==> src/rtl/fpu_pkg.sv <==
// fpu_pkg: shared IEEE-754 single-precision types, constants and the
// operand-unpack helper used by the FPU multiplier.
package fpu_pkg;

  localparam int          FP_EXP_BIAS = 127;
  localparam logic [7:0]  FP_EXP_MAX  = 8'hFF;
  localparam logic [31:0] FP_QNAN     = 32'h7FC00000;

  typedef struct packed {
    logic        s;
    logic [7:0]  e;
    logic [22:0] m;
  } fp32_t;

  // Payload carried between the product stage and the normalise/round stage.
  // The class bits are raw; their priority is resolved at pack time.
  typedef struct packed {
    logic              s;        // result sign
    logic signed [9:0] e;        // e1 + e2 - bias, before the normalise shift
    logic [47:0]       p;        // 24x24 significand product
    logic              is_nan;   // NaN operand, or zero times infinity
    logic              is_inf;   // at least one infinite operand
    logic              is_zero;  // at least one operand with e=0
  } fmul_stage_t;

  // Unpack both operands, form the full significand product and the biased
  // exponent sum. Subnormal operands are treated as zero everywhere,
  // including in the zero-times-infinity test.
  function automatic fmul_stage_t fmul_unpack(input fp32_t a, input fp32_t b);
    fmul_stage_t r;
    logic [47:0] sig_a;
    logic [47:0] sig_b;
    logic        a_nan, b_nan, a_inf, b_inf, a_zero, b_zero;
    a_nan  = (a.e == FP_EXP_MAX) && (a.m != 23'd0);
    b_nan  = (b.e == FP_EXP_MAX) && (b.m != 23'd0);
    a_inf  = (a.e == FP_EXP_MAX) && (a.m == 23'd0);
    b_inf  = (b.e == FP_EXP_MAX) && (b.m == 23'd0);
    a_zero = (a.e == 8'd0);
    b_zero = (b.e == 8'd0);
    sig_a  = {24'd0, 1'b1, a.m};
    sig_b  = {24'd0, 1'b1, b.m};
    r.s       = a.s ^ b.s;
    r.e       = $signed({2'b00, a.e}) + $signed({2'b00, b.e}) - $signed(10'(FP_EXP_BIAS));
    r.p       = sig_a * sig_b;
    r.is_nan  = a_nan | b_nan | (a_zero & b_inf) | (b_zero & a_inf);
    r.is_inf  = a_inf | b_inf;
    r.is_zero = a_zero | b_zero;
    return r;
  endfunction

endpackage

==> src/rtl/fmul_round_pack.sv <==
// fmul_round_pack: combinational normalise, round and special-case pack for
// the final multiplier stage.
module fmul_round_pack
  import fpu_pkg::*;
#(
  parameter bit ROUND_RNE = 1'b1   // 1 = round to nearest even, 0 = truncate
) (
  input  logic              s,
  input  logic signed [9:0] e,
  input  logic [47:0]       p,
  input  logic              is_nan,
  input  logic              is_inf,
  input  logic              is_zero,
  output logic [31:0]       y,
  output logic              ovf,
  output logic              udf
);

  logic              n;
  logic [22:0]       mant;
  logic              guard;
  logic              sticky;
  logic              inc;
  logic [23:0]       mant_r;
  logic [22:0]       mant_f;
  logic signed [9:0] e_n;
  logic signed [9:0] e_r;

  // Normalise on the product MSB, then round; a rounding carry-out bumps the exponent.
  always_comb begin
    n      = p[47];
    mant   = n ? p[46:24] : p[45:23];
    guard  = n ? p[23] : p[22];
    sticky = n ? (|p[22:0]) : (|p[21:0]);
    inc    = ROUND_RNE && guard && (sticky || mant[0]);
    mant_r = {1'b0, mant} + {23'd0, inc};
    e_n    = e + $signed({9'd0, n});
    e_r    = e_n + $signed({9'd0, mant_r[23]});
    mant_f = mant_r[23] ? 23'd0 : mant_r[22:0];
  end

  // Special cases in priority order; ovf and udf are mutually exclusive by construction.
  always_comb begin
    y   = 32'd0;
    ovf = 1'b0;
    udf = 1'b0;
    if (is_nan) begin
      y = FP_QNAN;
    end else if (is_inf) begin
      y = {s, FP_EXP_MAX, 23'd0};
    end else if (is_zero) begin
      y = {s, 31'd0};
    end else if (e_r >= 10'sd255) begin
      y   = {s, FP_EXP_MAX, 23'd0};
      ovf = 1'b1;
    end else if (e_r <= 10'sd0) begin
      y   = {s, 31'd0};
      udf = 1'b1;
    end else begin
      y = {s, e_r[7:0], mant_f};
    end
  end

endmodule

==> src/rtl/fmul_pipe.sv <==
// fmul_pipe: pipelined single-precision multiplier with a valid/ready
// handshake. STAGES (1..3) registers sit between accept and out_valid; the
// whole pipe advances together and freezes while the output is stalled.
module fmul_pipe
  import fpu_pkg::*;
#(
  parameter int STAGES    = 2,     // latency in cycles, legal 1..3
  parameter bit ROUND_RNE = 1'b1   // 1 = round to nearest even, 0 = truncate
) (
  input  logic        clk,
  input  logic        rstn,
  input  logic        in_valid,
  output logic        in_ready,
  input  logic [31:0] x1,
  input  logic [31:0] x2,
  output logic        out_valid,
  input  logic        out_ready,
  output logic [31:0] y,
  output logic        ovf,
  output logic        udf
);

  logic        stall;
  fmul_stage_t st_in;
  fmul_stage_t st_fin;
  logic        fin_valid;
  logic [31:0] rp_y;
  logic        rp_ovf;
  logic        rp_udf;

  logic        out_valid_q, out_valid_d;
  logic [31:0] y_q, y_d;
  logic        ovf_q, ovf_d;
  logic        udf_q, udf_d;

  assign stall    = out_valid_q && !out_ready;
  assign in_ready = !stall;

  // Stage-1 work: unpack, product, exponent sum.
  always_comb begin
    st_in = fmul_unpack(x1, x2);
  end

  generate
    if (STAGES > 1) begin : g_pl
      fmul_stage_t pl_q    [STAGES-1];
      fmul_stage_t pl_d    [STAGES-1];
      fmul_stage_t pl_src  [STAGES-1];
      logic        vld_q   [STAGES-1];
      logic        vld_d   [STAGES-1];
      logic        vld_src [STAGES-1];

      for (genvar gi = 0; gi < STAGES-1; gi++) begin : g_stage
        if (gi == 0) begin : g_head
          assign pl_src[gi]  = st_in;
          assign vld_src[gi] = in_valid;
        end else begin : g_tail
          assign pl_src[gi]  = pl_q[gi-1];
          assign vld_src[gi] = vld_q[gi-1];
        end

        // Take the upstream slot (bubbles included) unless the output is stalled.
        always_comb begin
          pl_d[gi]  = pl_q[gi];
          vld_d[gi] = vld_q[gi];
          if (!stall) begin
            pl_d[gi]  = pl_src[gi];
            vld_d[gi] = vld_src[gi];
          end
        end

        // Payload register; reset drops whatever was in flight.
        always_ff @(posedge clk or negedge rstn) begin
          if (!rstn) begin
            pl_q[gi]  <= '0;
            vld_q[gi] <= 1'b0;
          end else begin
            pl_q[gi]  <= pl_d[gi];
            vld_q[gi] <= vld_d[gi];
          end
        end
      end

      assign st_fin    = pl_q[STAGES-2];
      assign fin_valid = vld_q[STAGES-2];
    end else begin : g_flat
      assign st_fin    = st_in;
      assign fin_valid = in_valid;
    end
  endgenerate

  fmul_round_pack #(
    .ROUND_RNE (ROUND_RNE)
  ) u_round_pack (
    .s       (st_fin.s),
    .e       (st_fin.e),
    .p       (st_fin.p),
    .is_nan  (st_fin.is_nan),
    .is_inf  (st_fin.is_inf),
    .is_zero (st_fin.is_zero),
    .y       (rp_y),
    .ovf     (rp_ovf),
    .udf     (rp_udf)
  );

  // Output register: loads every non-stalled cycle (bubbles load zeros), holds while stalled.
  always_comb begin
    out_valid_d = out_valid_q;
    y_d         = y_q;
    ovf_d       = ovf_q;
    udf_d       = udf_q;
    if (!stall) begin
      out_valid_d = fin_valid;
      y_d         = fin_valid ? rp_y : 32'd0;
      ovf_d       = fin_valid & rp_ovf;
      udf_d       = fin_valid & rp_udf;
    end
  end

  // Output flops, cleared asynchronously so nothing surfaces after reset.
  always_ff @(posedge clk or negedge rstn) begin
    if (!rstn) begin
      out_valid_q <= 1'b0;
      y_q         <= 32'd0;
      ovf_q       <= 1'b0;
      udf_q       <= 1'b0;
    end else begin
      out_valid_q <= out_valid_d;
      y_q         <= y_d;
      ovf_q       <= ovf_d;
      udf_q       <= udf_d;
    end
  end

  assign out_valid = out_valid_q;
  assign y         = y_q;
  assign ovf       = ovf_q;
  assign udf       = udf_q;

endmodule

==> config.mk <==
export PLATFORM = sky130hd
export DESIGN_NAME = fmul_pipe
export DESIGN_NICKNAME = d
export VERILOG_FILES = /design/src/rtl/fpu_pkg.sv /design/src/rtl/fmul_round_pack.sv /design/src/rtl/fmul_pipe.sv
export SDC_FILE = /design/constraint.sdc
export NUM_CORES = 2
export LEC_CHECK = 0
export BUFFER_PORTS_ARGS = -buffer_cell sky130_fd_sc_hd__buf_2
export CORE_UTILIZATION = 59
export CTS_CLUSTER_SIZE = 30
export DETAILED_ROUTE_END_ITERATION = 8
export GPL_ROUTABILITY_DRIVEN = 0
export MAX_ROUTING_LAYER = met4
export PLACE_DENSITY = 0.89
export REMOVE_ABC_BUFFERS = 1
export SYNTH_ARGS = -nofsm -noshare
export SYNTH_HDL_FRONTEND = slang
export SYNTH_HIERARCHICAL = 1
export SYNTH_SLANG_ARGS = --single-unit
==> constraint.sdc <==
create_clock -name clk -period 3.7 [get_ports clk]
set_input_delay 0.185 -clock clk [delete_from_list [all_inputs] [get_ports clk]]
set_output_delay 0.185 -clock clk [all_outputs]
set_load 0.05 [all_outputs]
==> key figures, run 1 <==
Run status
  – Status: aborted with a tool error
  – Failed at: global routing
  – Error Message: [ERROR GRT-0232] Routing congestion too high. Check the congestion heatmap in the GUI.

Placement
  – Hpwl dp: 63.45 mm
  – Port bufs: 103
  – Placed instance count: 3686

Clock network
  – H-tree levels: 3
  – CTS Buffer Depth: 2
  – Num CTS Buffers: 9
  – Clk root buf: clkbuf_16
  – Number of clock sinks: 98

Synthesis
  – Most numerous cell in the Yosys netlist: inv_1
  – Seq/Total Area, Yosys: 9.889%
  – Synthesized flop and latch total: 98
  – Async set-reset flop share out of synthesis: 100.0%
  – Synth Warn #: 6
  – Ys flop type: dfrtp_1
  – Netlist Area Pre-Place: 0.02480 mm2
  – Post-synth EDFFs: 0
  – Commonest cells post-synth: inv_1, fa_1, nand2_1
  – Synth area leader: fa_1
  – Synth cell types: 80
  – Top post-synthesis cells by area: fa_1, dfrtp_1, ha_1
  – Synth top area share: 39.07%
  – Synth Instances: 2863
  – Avg Inst Size Synth: 8.662 um2

Floorplanning
  – Die X: 207.0 um
  – Initial core utilization: 60.32%
  – Io pins: 104
  – Chip height: 207.0 um
  – Cell Rows: 74

Global routing
  – GRT Resource Usage Total: 74.11%
  – Largest net degree at the start of global routing: 71
  – Gr ovfl total: 120
metal layers:
layer	overflow	track usage [%]
met3	3	64.33
met2	66	85.11
met5	-	-
met4	47	72.08
met1	4	71.85
metrics by stage:
step | util [%] | hold slack (ns) | worst slack, ns | setup TNS [ns] | area (um2)
floorplan | - | -0.1106 | -3.876 | -323.58 | 24190
detailed placement | 68.33 | 0.3387 | -2.861 | -102.35 | 28090
CTS | 75.53 | 0.05442 | -2.172 | -72.76 | 31050
global placement | 68.33 | 0.3204 | -2.641 | -92.47 | 28090
repair_timing:
item / in CTS
hold endpoints to repair: 68
cloned: 5
setup buffers: 73
pin swaps: 252
hold buffers: 1
resized for setup: 500
endpoints found under the setup margin: 70
kinds of logic after synthesis:
kind of cell	after synthesis	synth area share (%)
simple gates	991	19.29
buf+inv	741	11.52
fa+ha+maj	674	48.66
compound gates	254	6.771
flops	98	9.889
xor+xnor	82	2.896
mux	23	0.9737
==> inputs of run 2 (changes only) <==
--- a/config.mk
+++ b/config.mk
@@ -6,12 +6,10 @@
 export NUM_CORES = 2
 export LEC_CHECK = 0
 export BUFFER_PORTS_ARGS = -buffer_cell sky130_fd_sc_hd__buf_2
-export CORE_UTILIZATION = 59
-export CTS_CLUSTER_SIZE = 30
+export CORE_UTILIZATION = 40
 export DETAILED_ROUTE_END_ITERATION = 8
 export GPL_ROUTABILITY_DRIVEN = 0
-export MAX_ROUTING_LAYER = met4
-export PLACE_DENSITY = 0.89
+export PLACE_DENSITY_LB_ADDON = 0.15
 export REMOVE_ABC_BUFFERS = 1
 export SYNTH_ARGS = -nofsm -noshare
 export SYNTH_HDL_FRONTEND = slang
==> constraint.sdc (replaced) <==
create_clock -name clk -period 4.8 [get_ports clk]
set_input_delay 0.24 -clock clk [delete_from_list [all_inputs] [get_ports clk]]
set_output_delay 0.24 -clock clk [all_outputs]
set_load 0.05 [all_outputs]
==> run 2 against run 1 <==
Net effect: synthesized cell count did not move; the flow now finishes, with violations (negative setup slack); area after synthesis is the same.
==> key figures, run 2 <==
Run status
  – Status: finished, violations left
  – Failing checks: negative setup slack

Global routing
  – Initial antenna violation count: 3
  – Largest net degree at the start of global routing: 92
  – Gr ovfl total: 0
  – Number of global-route vias before repair: 21680
  – GRT Resource Usage Total: 23.64%
  – First-pass GRT wire length: 116.3 mm

Route
  – DRT iter0 DRCs: 1053
  – Final WL: 74.16 mm
  – Vias: 20370
  – Via/cell ratio: 5.048
  – Post-DRT Antenna Nets: 0
  – DR pass1 iterations: 5
  – WL per Instance: 18.38 um
  – Post-route DRC violation count: 0

Synthesis
  – Avg Inst Size Synth: 8.662 um2
  – Synth Area in Compound Gates: 6.771%
  – Most numerous cell in the Yosys netlist: inv_1
  – Seq/Total Area, Yosys: 9.889%
  – Synth area leader: fa_1
  – Synthesized flop and latch total: 98
  – Synth Warn #: 6
  – Netlist Area Pre-Place: 0.02480 mm2
  – Adder-Cell Fraction of Synth Area: 48.66%
  – Largest family of logic cells by synthesized area: adder cells
  – Async set-reset flop share out of synthesis: 100.0%
  – Commonest cells post-synth: inv_1, fa_1, nand2_1
  – Synth Instances: 2863
  – Synth top area share: 39.07%
  – Ys flop type: dfrtp_1
  – Post-synth EDFFs: 0
  – Mux share of post-synthesis cell area: 0.9738%
  – Synth Area in XOR/XNOR: 2.896%
  – Top post-synthesis cells by area: fa_1, dfrtp_1, ha_1
  – Synth cell types: 80
  – Simple-Gate Fraction of Synth Area: 19.29%

Setup path
  – Worst path bufs/invs: 7
  – Worst Setup EP: g_pl.pl_q[43]
  – Crit-path leading delay family: adder cells
  – CP required: 5.02 ns
  – CP Data Arrival Time: 6.15 ns
  – Crit path kind: primary input to register
  – CP most frequent cell: fa_1
  – Worst path max stage delay: 0.56 ns
  – Startpoint types: primary input
  – Stages on worst setup path: 24
  – Setup crit start: x2[11]
  – R2r endpoint: y[5]
  – Worst-case reg-to-reg path depth: 16
  – Crit-path slowest cell: fa_1
  – CP Max Fanout: 7
  – Crit-path cells: buf_6, buf_12, nand2_1, fa_1, fa_1, inv_1, fa_1, inv_2, fa_1, inv_2, fa_1, fa_1, inv_1, fa_1, inv_2, ha_4, and4_4, and3_4, o2111ai_4, nand3_4, o221ai_4, o311a_4, xor2_1, a21oi_1
  – R2R setup slack: 0.42 ns
  – Reg-to-Reg Start: g_pl.pl_q[50]
  – Setup crit end kind: register

STA
  – Fmax: 168.8 MHz
  – Final-report setup violation count: 36
  – Final worst slack: -1.123 ns
  – Clock skew: 0.01435 ns
  – RSZ-0062 raised after global routing: true
  – Period minus WS final: 5.923 ns
  – Final Max Tran Viols: 0
  – Endpoints failing hold: 0
  – Slew headroom: 24.36%
  – Least-Margin Pin Slew: 1.135 ns
  – Crit share post-route: 123.4%

Clock network
  – H-tree levels: 3
  – Clk root buf: clkbuf_16
  – Number of clock sinks: 98
  – CTS tree: built
  – Latest clock arrival within the worst-skew pair: 0.36 ns
  – CTS clock-pin slew for the worst setup and hold paths: 0.07 ns
  – Hold bufs inserted after CTS: 0
  – Num CTS Buffers: 9
  – CTS Buffer Depth: 2

Cells and area
  – Most frequent cells in the layout: inv_1, fa_1, nand2_1, buf_4, and2_1
  – Multi-input gate area in the final layout: 0.02083 mm2
  – Layout cells sized above 1: 25.62%
  – P&R area growth vs syn: 27.76%
  – Final net count: 3989
  – Non-Filler Instances: 4035
  – Largest register FFs: 62
  – Reg area: 0.002454 mm2
  – Commonest non-fill, non-tap cell in the layout: inv_1
  – Top reg by flops: g_pl.pl_q
  – # fillers: 5707

Hold path
  – HP Class: primary input to async pin

Floorplanning
  – Initial core utilization: 40.78%
  – Cell Rows: 90
  – Core area: 0.06081 mm2
  – Chip height: 251.0 um
  – Io pins: 104
  – Die X: 251.0 um
  – Area of the die: 0.06300 mm2

Placement
  – Placed instance count: 3919
  – Port bufs: 103
  – Hpwl dp: 60.34 mm

Job
  – Max_cap viols: 0
run 2: cell counts after synthesis:
No cell type changed its count.
run 2: per-stage QoR:
stage          cell area (um2)  hold WS [ns]  setup WS, ns  util (%)  setup TNS (ns)
2_1_floorplan            24190      -0.05559        -2.776         -         -219.30
5_1_grt                  31680       0.08011        -1.300     52.10          -36.79
6_report                 31680       0.04275        -1.123     52.10          -31.27
3_5_place_dp             28210        0.4540        -1.851     46.40          -56.53
3_3_place_gp             28210        0.4375        -1.869     46.40          -56.34
4_1_cts                  30650       0.06783        -1.061     50.40          -29.97
run 2: worst min-delay path by stage:
stage / startpoint / to / cells after the start
after global routing: in_valid / fin_valid / 3
after detailed placement: rstn / y[26] / 1
after global placement: rstn / y[26] / 1
after floorplan: rstn / fin_valid / 0
after CTS: rstn / y[23] / 1
final: rstn / y[26] / 1
run 2: final cells by class:
type	instances	area share [%]
Timing Repair Buffer	516	15.25
Clock buffer	11	0.7661
Multi-Input combinational cell	2024	65.75
Inverter	598	7.191
Tap cell	782	3.088
Clock inverter	5	0.2014
Sequential cell	98	7.744
Antenna cell	1	0.007898
run 2: cell families after synthesis:
| kind of cell | after synthesis |
|---|---|
| simple gates | 991 |
| buf+inv | 741 |
| fa+ha+maj | 674 |
| compound gates | 254 |
| flops | 98 |
| xor+xnor | 82 |
| mux | 23 |
run 2: worst register-to-register path: cells and delay by family (launching register included):
kind | cells | cell delay [ns]
adders and majority gates | 2 | 0.67
xor gates and xnor gates | 1 | 0.18
buffers and inverters | 2 | 0.37
DFF | 1 | 0.59
AOI/OAI and AO/OA | 1 | 0.51
and+or+nand+nor | 9 | 1.72
muxes | 1 | 0.22
run 2: timing repair:
item                                    CTS  global route
endpoints found under the setup margin   39            39
setup buffers                            69            24
pin swaps                               162           111
gates cloned                              8             4
gates resized for setup                 367           198
run 2: layer usage:
metal  share of wire (%)  track usage (%)  routed length (um)
met5               0.031                0                  23
met4                 2.2            5.070                1654
met3                 5.3            3.800                3948
met2                  49            40.29               36260
met1                  44            31.66               32270
Power of run 2 is left out: the tool's default activity adds up to more than one toggle a clock period on the data nets, which glitch-free logic cannot reach.
